===== src/rtl/lsu_pkg.sv =====
// Shared definitions for the load/store unit and its helpers.
//   SIZE_*         access size encodings driven to RAM256x8 Size
//   lsu_state_e    sequencer states
//   is_misaligned  alignment rule for a (size, low address bits) pair
package lsu_pkg;

  localparam logic [1:0] SIZE_BYTE = 2'b00;
  localparam logic [1:0] SIZE_HALF = 2'b01;
  localparam logic [1:0] SIZE_WORD = 2'b10;

  typedef enum logic [1:0] {
    ST_IDLE   = 2'd0,
    ST_ACCESS = 2'd1,
    ST_RESP   = 2'd2
  } lsu_state_e;

  // Only the two low address bits matter for alignment; size 11 is always a fault.
  function automatic logic is_misaligned(input logic [1:0] size, input logic [1:0] addr_lo);
    logic mis;
    case (size)
      SIZE_BYTE: mis = 1'b0;
      SIZE_HALF: mis = addr_lo[0];
      SIZE_WORD: mis = (addr_lo != 2'b00);
      default:   mis = 1'b1;
    endcase
    return mis;
  endfunction

endpackage


===== src/rtl/lsu_load_extend.sv =====
// Combinational load-data extender.
//   size      in  2   SIZE_BYTE / SIZE_HALF / SIZE_WORD
//   sign_ext  in  1   1 replicate the field's top bit, 0 zero-fill
//   raw       in  32  right-justified data from the RAM
//   ext       out 32  extended result
module lsu_load_extend
  import lsu_pkg::*;
(
  input  logic [1:0]  size,
  input  logic        sign_ext,
  input  logic [31:0] raw,
  output logic [31:0] ext
);

  always_comb begin
    case (size)
      SIZE_BYTE: ext = {{24{sign_ext & raw[7]}}, raw[7:0]};
      SIZE_HALF: ext = {{16{sign_ext & raw[15]}}, raw[15:0]};
      default:   ext = raw;
    endcase
  end

endmodule


===== src/rtl/load_store_unit.sv =====
// Single-outstanding load/store sequencer in front of RAM256x8.
//   clk, reset                       clock, asynchronous active-high reset
//   req_valid/req_ready              request handshake (accepted only in IDLE)
//   req_write/size/signed/addr/wdata request fields, sampled at the handshake
//   resp_valid/rdata/misalign        one-cycle response
//   mem_enable/rw/addr/size/wdata    registered RAM controls
//   mem_rdata                        RAM read data
module load_store_unit
  import lsu_pkg::*;
#(
  parameter int WAIT_CYCLES = 0
) (
  input  logic        clk,
  input  logic        reset,
  input  logic        req_valid,
  output logic        req_ready,
  input  logic        req_write,
  input  logic [1:0]  req_size,
  input  logic        req_signed,
  input  logic [7:0]  req_addr,
  input  logic [31:0] req_wdata,
  output logic        resp_valid,
  output logic [31:0] resp_rdata,
  output logic        resp_misalign,
  output logic        mem_enable,
  output logic        mem_rw,
  output logic [7:0]  mem_addr,
  output logic [1:0]  mem_size,
  output logic [31:0] mem_wdata,
  input  logic [31:0] mem_rdata
);

  localparam logic [3:0] WAIT_INIT = 4'(WAIT_CYCLES);

  lsu_state_e  state_q, state_d;
  logic [3:0]  cnt_q, cnt_d;
  logic        sgn_q, sgn_d;
  logic        misalign_q, misalign_d;
  logic [31:0] rdata_q, rdata_d;
  logic        mem_enable_q, mem_enable_d;
  logic        mem_rw_q, mem_rw_d;
  logic [7:0]  mem_addr_q, mem_addr_d;
  logic [1:0]  mem_size_q, mem_size_d;
  logic [31:0] mem_wdata_q, mem_wdata_d;
  logic [31:0] ext_data;
  logic        req_mis;

  assign req_mis = is_misaligned(req_size, req_addr[1:0]);

  lsu_load_extend u_extend (
    .size     (mem_size_q),
    .sign_ext (sgn_q),
    .raw      (mem_rdata),
    .ext      (ext_data)
  );

  // State register
  always_ff @(posedge clk or posedge reset) begin
    if (reset) state_q <= ST_IDLE;
    else       state_q <= state_d;
  end

  // Next-state logic
  always_comb begin
    state_d = state_q;
    case (state_q)
      ST_IDLE:   if (req_valid) state_d = req_mis ? ST_RESP : ST_ACCESS;
      ST_ACCESS: if (cnt_q == 4'd0) state_d = ST_RESP;
      ST_RESP:   state_d = ST_IDLE;
      default:   state_d = ST_IDLE;
    endcase
  end

  // State-decoded outputs
  always_comb begin
    req_ready  = (state_q == ST_IDLE);
    resp_valid = (state_q == ST_RESP);
  end

  // Datapath next values
  always_comb begin
    cnt_d        = cnt_q;
    sgn_d        = sgn_q;
    misalign_d   = misalign_q;
    rdata_d      = rdata_q;
    mem_enable_d = mem_enable_q;
    mem_rw_d     = mem_rw_q;
    mem_addr_d   = mem_addr_q;
    mem_size_d   = mem_size_q;
    mem_wdata_d  = mem_wdata_q;
    case (state_q)
      ST_IDLE: begin
        if (req_valid) begin
          sgn_d      = req_signed;
          misalign_d = req_mis;
          rdata_d    = 32'd0;
          // A faulting request leaves the RAM bus untouched.
          if (!req_mis) begin
            mem_enable_d = 1'b1;
            mem_rw_d     = req_write;
            mem_addr_d   = req_addr;
            mem_size_d   = req_size;
            mem_wdata_d  = req_wdata;
            cnt_d        = WAIT_INIT;
          end
        end
      end
      ST_ACCESS: begin
        if (cnt_q == 4'd0) begin
          mem_enable_d = 1'b0;
          if (!mem_rw_q) rdata_d = ext_data;
        end else begin
          cnt_d = cnt_q - 4'd1;
        end
      end
      default: ;
    endcase
  end

  always_ff @(posedge clk or posedge reset) begin
    if (reset) begin
      cnt_q        <= 4'd0;
      sgn_q        <= 1'b0;
      misalign_q   <= 1'b0;
      rdata_q      <= 32'd0;
      mem_enable_q <= 1'b0;
      mem_rw_q     <= 1'b0;
      mem_addr_q   <= 8'd0;
      mem_size_q   <= 2'd0;
      mem_wdata_q  <= 32'd0;
    end else begin
      cnt_q        <= cnt_d;
      sgn_q        <= sgn_d;
      misalign_q   <= misalign_d;
      rdata_q      <= rdata_d;
      mem_enable_q <= mem_enable_d;
      mem_rw_q     <= mem_rw_d;
      mem_addr_q   <= mem_addr_d;
      mem_size_q   <= mem_size_d;
      mem_wdata_q  <= mem_wdata_d;
    end
  end

  assign resp_rdata    = rdata_q;
  assign resp_misalign = misalign_q;
  assign mem_enable    = mem_enable_q;
  assign mem_rw        = mem_rw_q;
  assign mem_addr      = mem_addr_q;
  assign mem_size      = mem_size_q;
  assign mem_wdata     = mem_wdata_q;

endmodule


===== config.mk =====
export PLATFORM = sky130hd
export DESIGN_NAME = load_store_unit
export DESIGN_NICKNAME = d
export VERILOG_FILES = /design/src/rtl/lsu_pkg.sv /design/src/rtl/lsu_load_extend.sv /design/src/rtl/load_store_unit.sv
export SDC_FILE = /design/constraint.sdc
export NUM_CORES = 1
export LEC_CHECK = 0
export BUFFER_PORTS_ARGS = -buffer_cell sky130_fd_sc_hd__buf_2
export CORE_MARGIN = 2
export CORE_UTILIZATION = 35
export CTS_BUF_LIST = sky130_fd_sc_hd__clkbuf_8
export DETAILED_ROUTE_END_ITERATION = 16
export SKIP_CTS_REPAIR_TIMING = 1
export SYNTH_ARGS = -nofsm -noshare
export SYNTH_HDL_FRONTEND = slang
export SYNTH_SLANG_ARGS = --single-unit

===== constraint.sdc =====
create_clock -name clk -period 1.97 [get_ports clk]
set_input_delay 0 -clock clk [delete_from_list [all_inputs] [get_ports clk]]
set_output_delay 0 -clock clk [all_outputs]
set_load 0.1 [all_outputs]

# [Word level (Yosys, flattened, before mapping)]
# Index checks and enable logic that the tools add are counted.
[classes] add_sub_neg=1 eq_ne=10 mux=18 bitwise=3 reduce_logical=12
[op_table] cell="32-bit case mux with 2 select lines" count=2
[op_table] cell="32-bit two-way mux" count=3
[op_table] cell="4-bit two-way mux" count=3
[op_table] cell="4-bit AND reduction" count=3
[op_table] cell="2-bit inequality test (second input constant)" count=5
[op_table] cell="4-bit case mux with 2 select lines" count=1
[op_table] cell="2-bit by 1-bit == test with 1-bit output (second input constant)" count=3
[op_table] cell="2-bit zero test" count=3
[op_table] cell="2-bit two-way mux" count=3
[op_table] cell="2-bit == test (second input constant)" count=2
[op_table] cell="4-bit zero test" count=1
[op_table] cell="2-bit case mux with 2 select lines" count=1
[op_table] cell="2-bit AND reduction" count=2
[op_table] cell="2-bit nonzero test" count=2
[op_table] cell="4-bit by 1-bit subtractor with 4-bit output (second input constant)" count=1
[op_table] cell="1-bit two-way mux" count=3
[op_table] cell="1-bit case mux with 3 select lines" count=1
[op_table] cell="3-bit AND reduction" count=1
[op_table] cell="1-bit bitwise AND" count=2
[op_table] cell="1-bit case mux with 2 select lines" count=1
[op_table] cell="1-bit inverter" count=1
[word_totals] ff_bits=84 out_inout_bits=79 elab_cells=54

# [Logic depth before layout (Yosys ltp)]
[depth] word_depth=5 mapped_depth=7

# [Hierarchy]
# From an unflattened synthesis, not the netlist that was laid out.
[unflattened] hier_cells=287 hier_area_um2=3768.6
[by_module_without_submodules] module="load_store_unit" n_inst=1 cells_per_inst=221 area_per_inst_um2=3383.2
[by_module_without_submodules] module="lsu_load_extend" n_inst=1 cells_per_inst=66 area_per_inst_um2=385.4

# [Worst setup path after synthesis]
# No wires, ideal clock.
[synth_timing] kind="register to register" start="reg state_q[1]" end="reg mem_wdata_q[20], in the netlist mem_wdata[20]" t_arrival_ps=2363 required_time_ps=1845 path_slack_ps=-518 path_stages_with_launch=8 n_path_buf=3 synth_period_minus_slack_ps=2488 cell_sequence="dfrtp_1 > buf_6 > nor2_2 > and2_4 > nor2b_4 > buf_6 > buf_12 > mux2_2"
[synth_via] elab_chain_len=2
[synth_rtl] element="from (decl)" line_no="load_store_unit.sv:35" source="lsu_state_e state_q, state_d;"
[synth_rtl] element="from (signal assigned)" line_no="load_store_unit.sv:60" source="else state_q <= state_d;"
[synth_rtl] element="2-bit zero test"
[synth_rtl] element="via req_ready" line_no="load_store_unit.sv:16" source="output logic req_ready,"
[synth_rtl] element="3-bit AND reduction (no source line)"
[synth_rtl] element="to (signal assigned)" line_no="load_store_unit.sv:140" source="mem_wdata_q <= mem_wdata_d;"
[synth_rtl] element="to (decl)" line_no="load_store_unit.sv:44" source="logic [31:0] mem_wdata_q, mem_wdata_d;"
# The timed path passes the listed nets, and every way through them passes these cells.
# A chain may end at the register's enable or synchronous reset.

# [Worst setup path in the final report]
[layout_timing] start="reg cnt_q[0]" end="reg rdata_q[15], in the netlist resp_rdata[15]"
[layout_via] elab_chain_len=3
[layout_rtl] element="from (decl)" line_no="load_store_unit.sv:36" source="logic [3:0] cnt_q, cnt_d;"
[layout_rtl] element="from (signal assigned)" line_no="load_store_unit.sv:132" source="cnt_q <= cnt_d;"
[layout_rtl] element="4-bit zero test" line_no="load_store_unit.sv:109" source="if (cnt_q == 4'd0) begin"
[layout_rtl] element="2-bit inequality test (no source line)"
[layout_rtl] element="4-bit AND reduction (no source line)"
[layout_rtl] element="to (signal assigned)" line_no="load_store_unit.sv:135" source="rdata_q <= rdata_d;"
[layout_rtl] element="to (decl)" line_no="load_store_unit.sv:39" source="logic [31:0] rdata_q, rdata_d;"
# Every way passes these cells.

==> results.yml <==
floorplan:
  ios: 158
  die_width_um: 108
  coreArea_um2: 10400
  start_util_pct: 36.2
  std_cell_rows: 37
  die_height_um: 108
  dieArea_um2: 11600
global_routing:
  antenna_found_initial: 0
  grt_use_total_pct: 16.2
  grt_pass1_wl_um: 14400
  grt_pass1_vias: 2828
  grt_max_degree: 65
  grt.overflow.total: 0
timing:
  holdWs_ns: 0.0614
  skew_ns: 0.00592
  final-setup-viol-count: 0
  rsz0062_at_grt: "no"
  maxSlewHeadroom_pct: 52.5
  layout_min_cycle_time_ns: 1.83
  hold_viol: 0
  fin_ws_ns: 0.137
  worst_slew_pin_slew_ns: 0.712
  drv_slew: 0
  fmax_ghz: 0.546
  fin_crit_sh_pct: 93.0
synth:
  syn_area_um2: 3760
  synth_edf_count: 0
  seq_area_frac_synth_pct: 56.0
  async_flop_share_pct: 100
  yosysWarnings: 0
  synthCells: 296
  avgSynthCellArea_um2: 12.7
  ys_seq_elements: 84
  syn_nets: 377
  synth_cell_type_count: 40
  synthFlopType: "dfrtp_1"
worst_setup_path:
  cp_slowest_cell: "dfrtp_1"
  critPathLaunchType: "flop"
  critPathMaxStageDelay_ns: 0.39
  endpoint_kind: "flop"
  crit_chain: "inv_1, ha_1, and4bb_4, o211ai_4, buf_12, a211oi_1, a21o_1"
  cp.arrival_ns: 2.08
  path_max_fanout: 64
  r2r_setup_slack_ns: 0.14
  required_ns: 2.21
  crit_buf_inv: 2
  worstRegToRegCells: 7
  r2r_start: "cnt_q[0]"
  path_delay_family: "compound AO/OA/AOI/OAI gates"
  crit_type: "flop to flop"
  r2r-end: "resp_rdata[15]"
cells_and_area:
  antenna_cells: 0
  syn_to_final_growth_pct: 48.0
  design_area_um2: 5560
  nets: 604
  drive_gt1_share_pct: 44.9
clocking:
  cts_sinks: 84
  htreeDepth: 3
  clkTransAtPathRegs_ns: 0.09
  cts_buffer_depth: 2
  cts_made_buffers: 9
  cts_tree: "done"
  clk_latency_ns: 0.35
  cts_root_buffer: "clkbuf_8"
worst_hold_path:
  holdCritStartpoint: "mem_rdata[14]"
  worst_hold_path.num_cells: 4
  hp-class: "input pin to flop"
  min_to: "resp_rdata[14]"
placed_design:
  gp_congestion: 0.746
  dp_hpwl_um: 6630
  place_ws_ns: 0.151
  port_buffers: 157
  post_dp_cell_area_um2: 4700
run_status:
  status: "finished clean"
job:
  max_cap_violations: 0
detailed_routing:
  wl_per_cell_um: 14.9
  avgViaCountPerCell: 4.65
  finalWirelength_um: 9870
  ant_nets: 0
  drt_first_pass_iters: 4
  drcViolationCount: 0
  vias: 3090
  dr.first_iter.drc_count: 124
==> kinds of logic (layout without fill, tap and decap cells) <==
kind of cell / count (synthesis) / after routing / share of synthesized area (%)
fa+ha+maj: 2 / 2 / 0.666
compound gates: 64 / 64 / 11.8
buf+inv: 24 / 256 / 5.03
mux: 46 / 46 / 15.4
simple gates: 76 / 76 / 11.2
flops: 84 / 84 / 56.0
==> cell usage after synthesis (2+ instances only) <==
cell	count	share of area (%)
buf_6	3	0.90
mux2_4	16	6.4
a31oi_1	2	0.33
nor2b_1	18	3.0
nand2_1	35	3.5
o21ai_0	20	2.7
buf_12	4	2.1
a21o_1	8	1.6
o31ai_1	17	3.4
a21oi_1	2	0.27
ha_1	2	0.67
inv_1	6	0.60
nor2_1	6	0.60
nor2_4	2	0.60
clkbuf_1	4	0.40
dfrtp_1	84	56
a211oi_1	9	1.8
buf_2	6	0.80
nand3_1	3	0.40
mux2_2	29	8.7
==> final cells by class <==
type                            instances  area [um^2]
Clock buffer                           10          138
Clock inverter                          6         32.5
Fill cell                             920         4810
Inverter                                6         26.3
Multi-Input combinational cell        188         1500
Sequential cell                        84         2100
Tap cell                              136          170
Timing Repair Buffer                  234         1590
==> worst max path at each step <==
stage                          start              to  slack (ns)  depth (start not counted)
after detailed placement  state_q[0]  resp_rdata[26]        0.15                          4
after CTS                 state_q[0]  resp_rdata[26]        0.11                          4
after global routing      state_q[0]  resp_rdata[26]        0.02                          4
final                       cnt_q[0]  resp_rdata[15]        0.14                          7
after floorplan           state_q[1]   mem_wdata[20]       -0.14                          7
after global placement    state_q[0]  resp_rdata[26]        0.26                          4
==> state kept, by name, summed over array words and instances (netlist names) <==
| register | flops |
|---|---|
| cnt_q | 4 |
| mem_addr | 8 |
| mem_enable | 1 |
| mem_rw | 1 |
| mem_size | 2 |
| mem_wdata | 32 |
| resp_misalign | 1 |
| resp_rdata | 32 |
| sgn_q | 1 |
| state_q | 2 |
==> worst min-delay path, stage by stage <==
cell,delay (ns)
buf_2,0.09
o21ai_0,0.07
a211oi_1,0.07
a21o_1,0.15
==> cell usage in the layout, fill, tap and decap left out, types with 2 or more instances in the layout <==
cell type / n
dfrtp_1: 84
mux2_2: 20
a211oi_1: 9
buf_12: 4
nor2_4: 3
clkinvlp_4: 3
o21ai_0: 20
nor2b_1: 18
buf_2: 157
nor2_1: 6
clkbuf_8: 10
nand3_1: 3
ha_1: 2
nand2_1: 35
a21oi_1: 2
o31ai_1: 17
buf_4: 4
a21o_1: 8
dlygate4sd3_1: 69
clkinv_2: 2
mux2_4: 25
inv_1: 7
a31oi_1: 2
==> metal layers <==
metal	global-route usage [%]	wire, um	share of wire, %
met5	0	0	0
met2	26.3	4910	50
met4	8.24	257	2.6
met1	20.0	4190	43
met3	3.81	506	5.1
==> through the flow <==
step / std cells / TNS [ns] / util, %
finish: 664 / 0 / 53.6
floorplan: 296 / -4.35 / -
global route: 664 / 0 / 53.6
global placement: 579 / 0 / 45.3
CTS: 595 / 0 / 46.9
detailed placement: 579 / 0 / 45.3
Power is left out: the tool's default activity adds up to more than one toggle a clock period on the data nets, which glitch-free logic cannot reach.
